## config.mk

```make
export PLATFORM = sky130hd
export DESIGN_NAME = uart_rx_frame
export DESIGN_NICKNAME = d
export VERILOG_FILES = /design/src/rtl/uart_rx_frame.sv
export SDC_FILE = /design/constraint.sdc
export NUM_CORES = 1
export LEC_CHECK = 0
export BUFFER_PORTS_ARGS = -buffer_cell sky130_fd_sc_hd__buf_4
export CORE_UTILIZATION = 45
export DETAILED_ROUTE_END_ITERATION = 16
export HOLD_SLACK_MARGIN = 0.02
export PLACE_DENSITY_LB_ADDON = 0.05
export SETUP_SLACK_MARGIN = 0.5
export SLEW_MARGIN = 30
export SYNTH_ARGS = -nofsm -noshare
export SYNTH_HDL_FRONTEND = slang
export SYNTH_SLANG_ARGS = --single-unit
```

## constraint.sdc

```tcl
create_clock -name clk -period 3.38 [get_ports clk]
set_clock_uncertainty 0.1 [all_clocks]
set_input_delay 0.676 -clock clk [delete_from_list [all_inputs] [get_ports clk]]
set_output_delay 0.676 -clock clk [all_outputs]
set_load 0.005 [all_outputs]
```

## src/rtl/uart_rx_frame.sv

```systemverilog
// uart_rx_frame: 16x-oversampled UART receiver for 8N1 frames, LSB first.
// Holds each byte with rx_complete_flag until the controller acknowledges,
// and reports sticky framing / overrun errors.
// Optional build macro UART_RX_PARITY_EN adds an even-parity bit between the
// data bits and the stop bit; otherwise parity_error is tied low.
module uart_rx_frame #(
  parameter int OVERSAMPLE = 16,
  parameter int DEB_LEN    = 3
) (
  input  logic       clk,
  input  logic       reset,
  input  logic       rx,
  input  logic [9:0] baudselect,
  input  logic       debounce_en,
  input  logic       rx_complete_del_flag,
  output logic [7:0] uart_data,
  output logic       rx_complete_flag,
  output logic       frame_error,
  output logic       overrun,
  output logic       parity_error
);

  localparam int SW = $clog2(OVERSAMPLE);
  localparam int DW = (DEB_LEN > 1) ? $clog2(DEB_LEN) : 1;
  localparam logic [SW-1:0] S_HALF   = SW'(OVERSAMPLE / 2 - 1);
  localparam logic [SW-1:0] S_LAST   = SW'(OVERSAMPLE - 1);
  localparam logic [SW-1:0] S_ZERO   = SW'(0);
  localparam logic [SW-1:0] S_ONE    = SW'(1);
  localparam logic [DW-1:0] DEB_LAST = DW'(DEB_LEN - 1);
  localparam logic [DW-1:0] DEB_ZERO = DW'(0);
  localparam logic [DW-1:0] DEB_ONE  = DW'(1);

  typedef enum logic [2:0] {
    ST_IDLE   = 3'd0,
    ST_START  = 3'd1,
    ST_DATA   = 3'd2,
    ST_STOP   = 3'd3
`ifdef UART_RX_PARITY_EN
    , ST_PARITY = 3'd4
`endif
  } state_e;

`ifdef UART_RX_PARITY_EN
  // Even parity: data bits plus parity bit must XOR to zero.
  function automatic logic even_parity_ok(input logic [7:0] data, input logic par);
    return ~(^data ^ par);
  endfunction
`endif

  state_e          state_q, state_d;
  logic            sync1_q, sync1_d, sync2_q, sync2_d;
  logic            filt_q, filt_d;
  logic [DW-1:0]   deb_cnt_q, deb_cnt_d;
  logic [9:0]      tick_cnt_q, tick_cnt_d;
  logic [9:0]      period_q, period_d;
  logic [SW-1:0]   s_q, s_d;
  logic [2:0]      bit_idx_q, bit_idx_d;
  logic [7:0]      shreg_q, shreg_d;
  logic [7:0]      uart_data_q, uart_data_d;
  logic            flag_q, flag_d;
  logic            fe_q, fe_d;
  logic            ov_q, ov_d;

  logic            line_s, tick_s, half_s, sample_s, start_det_s, stop_eval_s;
  logic [9:0]      eff_period_s;
  logic            par_ok_s, deliver_s, ov_set_s, fe_set_s;

  assign line_s       = debounce_en ? filt_q : sync2_q;
  assign eff_period_s = (baudselect < 10'd2) ? 10'd2 : baudselect;
  assign tick_s       = (tick_cnt_q == (period_q - 10'd1));
  assign half_s       = tick_s && (s_q == S_HALF);
  assign sample_s     = tick_s && (s_q == S_LAST);
  assign start_det_s  = (state_q == ST_IDLE) && !line_s;
  assign stop_eval_s  = (state_q == ST_STOP) && sample_s;

`ifdef UART_RX_PARITY_EN
  logic par_q, par_d;
  logic pe_q, pe_d;
  logic pe_set_s;
  assign par_ok_s     = even_parity_ok(shreg_q, par_q);
  assign pe_set_s     = stop_eval_s && !par_ok_s;
  assign parity_error = pe_q;
`else
  assign par_ok_s     = 1'b1;
  assign parity_error = 1'b0;
`endif

  // A good frame is delivered if the slot is free or being acknowledged now.
  assign deliver_s = stop_eval_s && line_s && par_ok_s && (!flag_q || rx_complete_del_flag);
  assign ov_set_s  = stop_eval_s && line_s && par_ok_s && flag_q && !rx_complete_del_flag;
  assign fe_set_s  = stop_eval_s && !line_s;

  // Synchronizer and glitch filter next-state.
  always_comb begin
    sync1_d   = rx;
    sync2_d   = sync1_q;
    filt_d    = filt_q;
    deb_cnt_d = deb_cnt_q;
    if (!debounce_en) begin
      filt_d    = sync2_q;
      deb_cnt_d = DEB_ZERO;
    end else if (sync2_q != filt_q) begin
      if (deb_cnt_q == DEB_LAST) begin
        filt_d    = sync2_q;
        deb_cnt_d = DEB_ZERO;
      end else begin
        deb_cnt_d = deb_cnt_q + DEB_ONE;
      end
    end else begin
      deb_cnt_d = DEB_ZERO;
    end
  end

  // Synchronizer and glitch filter registers; preset to the idle level.
  always_ff @(posedge clk) begin
    if (reset) begin
      sync1_q   <= 1'b1;
      sync2_q   <= 1'b1;
      filt_q    <= 1'b1;
      deb_cnt_q <= DEB_ZERO;
    end else begin
      sync1_q   <= sync1_d;
      sync2_q   <= sync2_d;
      filt_q    <= filt_d;
      deb_cnt_q <= deb_cnt_d;
    end
  end

  // FSM state register.
  always_ff @(posedge clk) begin
    if (reset) begin
      state_q <= ST_IDLE;
    end else begin
      state_q <= state_d;
    end
  end

  // FSM next-state logic.
  always_comb begin
    state_d = state_q;
    case (state_q)
      ST_IDLE:  state_d = line_s ? ST_IDLE : ST_START;
      ST_START: begin
        if (half_s) begin
          state_d = line_s ? ST_IDLE : ST_DATA;
        end else begin
          state_d = ST_START;
        end
      end
      ST_DATA: begin
        if (sample_s && (bit_idx_q == 3'd7)) begin
`ifdef UART_RX_PARITY_EN
          state_d = ST_PARITY;
`else
          state_d = ST_STOP;
`endif
        end else begin
          state_d = ST_DATA;
        end
      end
`ifdef UART_RX_PARITY_EN
      ST_PARITY: state_d = sample_s ? ST_STOP : ST_PARITY;
`endif
      ST_STOP:  state_d = sample_s ? ST_IDLE : ST_STOP;
      default:  state_d = ST_IDLE;
    endcase
  end

  // Tick generator, sample counter and shift register next-state.
  always_comb begin
    if (start_det_s || tick_s) begin
      tick_cnt_d = 10'd0;
    end else begin
      tick_cnt_d = tick_cnt_q + 10'd1;
    end
    period_d  = tick_s ? eff_period_s : period_q;
    s_d       = s_q;
    bit_idx_d = bit_idx_q;
    shreg_d   = shreg_q;
`ifdef UART_RX_PARITY_EN
    par_d     = par_q;
`endif
    case (state_q)
      ST_IDLE: begin
        s_d       = S_ZERO;
        bit_idx_d = 3'd0;
      end
      ST_START: begin
        if (half_s) begin
          s_d       = S_ZERO;
          bit_idx_d = 3'd0;
        end else begin
          s_d = tick_s ? (s_q + S_ONE) : s_q;
        end
      end
      ST_DATA: begin
        if (sample_s) begin
          s_d       = S_ZERO;
          shreg_d   = {line_s, shreg_q[7:1]};
          bit_idx_d = bit_idx_q + 3'd1;
        end else begin
          s_d = tick_s ? (s_q + S_ONE) : s_q;
        end
      end
`ifdef UART_RX_PARITY_EN
      ST_PARITY: begin
        if (sample_s) begin
          s_d   = S_ZERO;
          par_d = line_s;
        end else begin
          s_d = tick_s ? (s_q + S_ONE) : s_q;
        end
      end
`endif
      ST_STOP: begin
        if (sample_s) begin
          s_d = S_ZERO;
        end else begin
          s_d = tick_s ? (s_q + S_ONE) : s_q;
        end
      end
      default: begin
        s_d       = S_ZERO;
        bit_idx_d = 3'd0;
      end
    endcase
  end

  // Output next-state: acknowledge clears, new events set (set dominates).
  always_comb begin
    uart_data_d = deliver_s ? shreg_q : uart_data_q;
    flag_d      = deliver_s ? 1'b1 : (rx_complete_del_flag ? 1'b0 : flag_q);
    fe_d        = fe_set_s  ? 1'b1 : (rx_complete_del_flag ? 1'b0 : fe_q);
    ov_d        = ov_set_s  ? 1'b1 : (rx_complete_del_flag ? 1'b0 : ov_q);
`ifdef UART_RX_PARITY_EN
    pe_d        = pe_set_s  ? 1'b1 : (rx_complete_del_flag ? 1'b0 : pe_q);
`endif
  end

  // Datapath and output registers.
  always_ff @(posedge clk) begin
    if (reset) begin
      tick_cnt_q  <= 10'd0;
      period_q    <= eff_period_s;
      s_q         <= S_ZERO;
      bit_idx_q   <= 3'd0;
      shreg_q     <= 8'd0;
      uart_data_q <= 8'd0;
      flag_q      <= 1'b0;
      fe_q        <= 1'b0;
      ov_q        <= 1'b0;
`ifdef UART_RX_PARITY_EN
      par_q       <= 1'b0;
      pe_q        <= 1'b0;
`endif
    end else begin
      tick_cnt_q  <= tick_cnt_d;
      period_q    <= period_d;
      s_q         <= s_d;
      bit_idx_q   <= bit_idx_d;
      shreg_q     <= shreg_d;
      uart_data_q <= uart_data_d;
      flag_q      <= flag_d;
      fe_q        <= fe_d;
      ov_q        <= ov_d;
`ifdef UART_RX_PARITY_EN
      par_q       <= par_d;
      pe_q        <= pe_d;
`endif
    end
  end

  assign uart_data        = uart_data_q;
  assign rx_complete_flag = flag_q;
  assign frame_error      = fe_q;
  assign overrun          = ov_q;

endmodule
```

==> impl_metrics.prom <==
# TYPE chip_impl_metric gauge
chip_impl_metric{name="register_clock_pin_slew_on_the_reported_worst_setup_and_hold_paths",unit="ns"} 0.09
chip_impl_metric{name="initialDrtViolationCount",unit=""} 62
chip_impl_metric{name="cp_max_fo",unit=""} 5
chip_impl_metric{name="drt_drc_violations_left",unit=""} 0
chip_impl_info{name="synth_top_cells_by_count",value="43 x dfxtp_1, 39 x nor2_1, 18 x mux2i_1"} 1
chip_impl_metric{name="finalWorstPathRequiredPeriod",unit="ns"} 2.83
chip_impl_metric{name="clockBufferDepth",unit=""} 2
chip_impl_metric{name="die-area",unit="sq mm"} 0.00588
chip_impl_metric{name="layout-area-overhead-vs-synth",unit="%"} 16.4
chip_impl_metric{name="number_of_hold_slack_violations_in_the_final_timing_report",unit=""} 0
chip_impl_metric{name="avgSynthCellArea",unit="sq um"} 9.62
chip_impl_metric{name="power.density",unit="mW/mm^2"} 377
chip_impl_metric{name="ys_seq_elements",unit=""} 53
chip_impl_metric{name="critical-path-max-stage-delay",unit="ns"} 0.58
chip_impl_metric{name="finalWirelength",unit="um"} 4620
chip_impl_metric{name="postSynthCellCount",unit=""} 261
chip_impl_metric{name="h-tree-depth",unit=""} 2
chip_impl_metric{name="post_synth_num_cell_types",unit=""} 51
chip_impl_metric{name="grt_util_met2",unit="%"} 24.2
chip_impl_info{name="timing.critical_path.mode_cell",value="or4_4"} 1
chip_impl_metric{name="number_of_buffers_inserted_by_hold_repair_at_cts",unit=""} 0
chip_impl_metric{name="worst-endpoint-arrival",unit="ns"} 2.94
chip_impl_metric{name="vias",unit=""} 1818
chip_impl_metric{name="drtAntennaViolNets",unit=""} 0
chip_impl_metric{name="leakage",unit="nW"} 1.09
chip_impl_metric{name="clkLatencyLatePin",unit="ns"} 0.30
chip_impl_info{name="netlist_top_cells_area",value="dfxtp_1 34%, edfxtp_1 12%, mux2i_1 7.2%"} 1
chip_impl_info{name="synth-main-ff-cell",value="dfxtp_1"} 1
chip_impl_metric{name="final_nets",unit=""} 306
chip_impl_info{name="clock_tree.root_cell",value="clkbuf_8"} 1
chip_impl_metric{name="placed_wire_length_estimate",unit="um"} 3270
chip_impl_metric{name="chipWidth",unit="um"} 76.7
chip_impl_metric{name="synth_sequential_area_ratio",unit="%"} 46.3
chip_impl_metric{name="n_antenna_cell",unit=""} 0
chip_impl_metric{name="report.final.setup_viol",unit=""} 0
chip_impl_metric{name="place.gp.congestion",unit=""} 0.790
chip_impl_metric{name="clock_sink_count",unit=""} 53
chip_impl_info{name="most_instantiated_library_cell_after_synthesis",value="dfxtp_1"} 1
chip_impl_metric{name="detail_route.vias_per_cell",unit=""} 5.11
chip_impl_metric{name="wire_length_of_the_first_global_routing_pass",unit="um"} 8150
chip_impl_info{name="worst-setup-path-type",value="register to register"} 1
chip_impl_info{name="run_status",value="completed"} 1
chip_impl_metric{name="cts_inserted_buffers",unit=""} 5
chip_impl_metric{name="pin_count_of_the_biggest_net_entering_global_routing",unit=""} 32
chip_impl_metric{name="grt_remaining_overflow",unit=""} 0
chip_impl_metric{name="detail_route.first_pass.iterations",unit=""} 4
chip_impl_info{name="grt_setup_unrepaired",value="true"} 1
chip_impl_metric{name="post_synth_instance_area",unit="sq mm"} 0.00251
chip_impl_metric{name="drv_slew",unit=""} 0
chip_impl_info{name="end_kind",value="register"} 1
chip_impl_metric{name="grt_util_met1",unit="%"} 25.4
chip_impl_info{name="cpMaxStageDelayCell",value="or4_4"} 1
chip_impl_metric{name="postLayoutCoreUtil",unit="%"} 55.8
chip_impl_metric{name="final_min_period_over_clock_period",unit="%"} 83.9
chip_impl_metric{name="timing.fmax",unit="MHz"} 353
chip_impl_info{name="path_cells",value="or4_4 > or4_4 > a221oi_4 > o21ai_2 > o41ai_2 > a31oi_1 > a22o_1"} 1
chip_impl_metric{name="drv_cap",unit=""} 0
chip_impl_metric{name="grtUsageMet3",unit="%"} 3.81
chip_impl_metric{name="top_level_ports",unit=""} 27
chip_impl_metric{name="worst_slew_margin_rel",unit="%"} 65.4
chip_impl_metric{name="placement.io_buffers",unit=""} 25
chip_impl_info{name="cts_tree",value="done"} 1
chip_impl_info{name="worst_hold_path_type",value="register to register"} 1
chip_impl_metric{name="fin_cells",unit=""} 356
chip_impl_metric{name="crit_required",unit="ns"} 3.48
chip_impl_metric{name="asyncSetResetFlopFracSynth",unit="%"} 0
chip_impl_info{name="grt.busiest_layer",value="met1"} 1
chip_impl_metric{name="first_global_vias",unit=""} 1673
chip_impl_metric{name="die_height",unit="um"} 76.7
chip_impl_metric{name="yosys_warnings",unit=""} 0
chip_impl_metric{name="vdd_ir_drop_max",unit="uV"} 253
chip_impl_metric{name="antenna_found_initial",unit=""} 0
chip_impl_metric{name="timing.setup.tns",unit="ns"} 0
chip_impl_info{name="synthDominantAreaCellType",value="dfxtp_1"} 1
chip_impl_metric{name="core_region_area",unit="sq mm"} 0.00524
chip_impl_metric{name="post_drt_wl_per_cell",unit="um"} 13.0
chip_impl_metric{name="grt.total_usage",unit="%"} 17.3
chip_impl_metric{name="dp_cells",unit=""} 341
chip_impl_metric{name="layout-drive-gt1-share",unit="%"} 22.0
chip_impl_metric{name="yosysTopAreaCellShare",unit="%"} 34.3
chip_impl_metric{name="effective_utilization_at_floorplan",unit="%"} 47.9
chip_impl_metric{name="number_of_enable_type_register_cells_in_the_synthesized_netlist",unit=""} 10
chip_impl_info{name="worst_setup_path_start_kind",value="register"} 1
chip_impl_metric{name="core.rowCount",unit=""} 26
chip_impl_metric{name="worst_slew_pin_slew",unit="ns"} 0.515
chip_impl_metric{name="synth_nets",unit=""} 282
==> report_power, final <==
part	switching, mW	internal (mW)
sequential	0.0135	0.656
clock	0.193	0.155
combinational	0.0449	0.0398
total	0.251	0.851
==> critical path, delay by kind of cell, from the launching register on <==
family / cells / cell delay [ns]
AO/OA/AOI/OAI: 5 / 1.21
flip-flops: 1 / 0.40
AND/OR/NAND/NOR: 2 / 1.02
==> layer usage <==
layer / share of wire (%) / wire [um]
met5: 0 / 0
met4: 2.0 / 91
met3: 3.4 / 156
met2: 41 / 1890
met1: 54 / 2470
==> cells by family (layout without fill, tap and decap cells) <==
logic type                 count (synthesis)  count (layout)  share of synthesized area (%)
and+or+nand+nor                          106             106                           22.6
adders and majority gates                  6               6                           2.99
muxes                                     18              18                           7.18
buffers and inverters                     25              50                           4.94
AOI/OAI and AO/OA                         32              32                           8.87
DFF                                       53              53                           46.3
other                                      1               1                          0.149
xor gates and xnor gates                  20              20                           6.98
==> layout by cell type (no fill, tap or decap), types with 3 or more instances in the layout <==
| cell type | count |
|---|---|
| a31oi_1 | 3 |
| nor2_1 | 38 |
| ha_1 | 6 |
| or2_2 | 3 |
| edfxtp_1 | 10 |
| mux2i_1 | 18 |
| dfxtp_1 | 43 |
| xnor2_1 | 12 |
| clkbuf_8 | 5 |
| nor4_1 | 3 |
| a22o_1 | 3 |
| nand2_1 | 11 |
| a21oi_1 | 6 |
| xor2_1 | 8 |
| nor2b_1 | 5 |
| nor3_1 | 7 |
| inv_1 | 7 |
| o21ai_0 | 5 |
| buf_4 | 33 |
| nand3_1 | 10 |
| nand2b_1 | 7 |
==> final timing paths <==
| path | slack (ns) | endpoint | depth (start not counted) | start |
|---|---|---|---|---|
| worst min-delay path | 0.31 | deb_cnt_q[0] | 1 | deb_cnt_q[0] |
| worst max register to register | 0.55 | bit_idx_q[0] | 7 | period_q[6] |
| worst min register to register | 0.31 | deb_cnt_q[0] | 1 | deb_cnt_q[0] |
| worst max-delay path | 0.55 | bit_idx_q[0] | 7 | period_q[6] |
==> what timing repair did <==
action,4_1_cts,5_1_grt
resized for setup,3,9
gates cloned,1,0
endpoints found under the setup margin,29,47
pin swaps,2,2
setup buffers,4,2
==> per-stage QoR <==
step / power (mW) / hold slack (ns) / setup slack, ns / instance area (sq um)
finish: 1.10 / 0.313 / 0.546 / 2920
global placement: 0.758 / 0.291 / 0.444 / 2720
floorplan: 0.738 / 0.289 / 0.545 / 2520
detailed placement: 0.758 / 0.295 / 0.398 / 2720
CTS: 1.11 / 0.317 / 0.512 / 2850
global route: 1.15 / 0.333 / 0.394 / 2920
==> state kept, by name, indices dropped and copies added (netlist names) <==
| name | flops |
|---|---|
| period_q | 10 |
| tick_cnt_q | 10 |
| shreg_q | 8 |
| uart_data | 8 |
| s_q | 4 |
| bit_idx_q | 3 |
| deb_cnt_q | 2 |
| state_q | 2 |
| filt_q | 1 |
| frame_error | 1 |
| overrun | 1 |
| rx_complete_flag | 1 |
| sync1_q | 1 |
| sync2_q | 1 |
==> cell type report <==
| class | count | area [sq um] |
|---|---|---|
| clock buffer | 7 | 80.1 |
| clock inverter | 1 | 7.51 |
| fill | 464 | 2320 |
| inverter | 7 | 26.3 |
| multi-input combinational | 183 | 1290 |
| sequential | 53 | 1160 |
| tap | 70 | 87.6 |
| timing repair buffer | 35 | 270 |
Power figures use the tool's default switching activity.
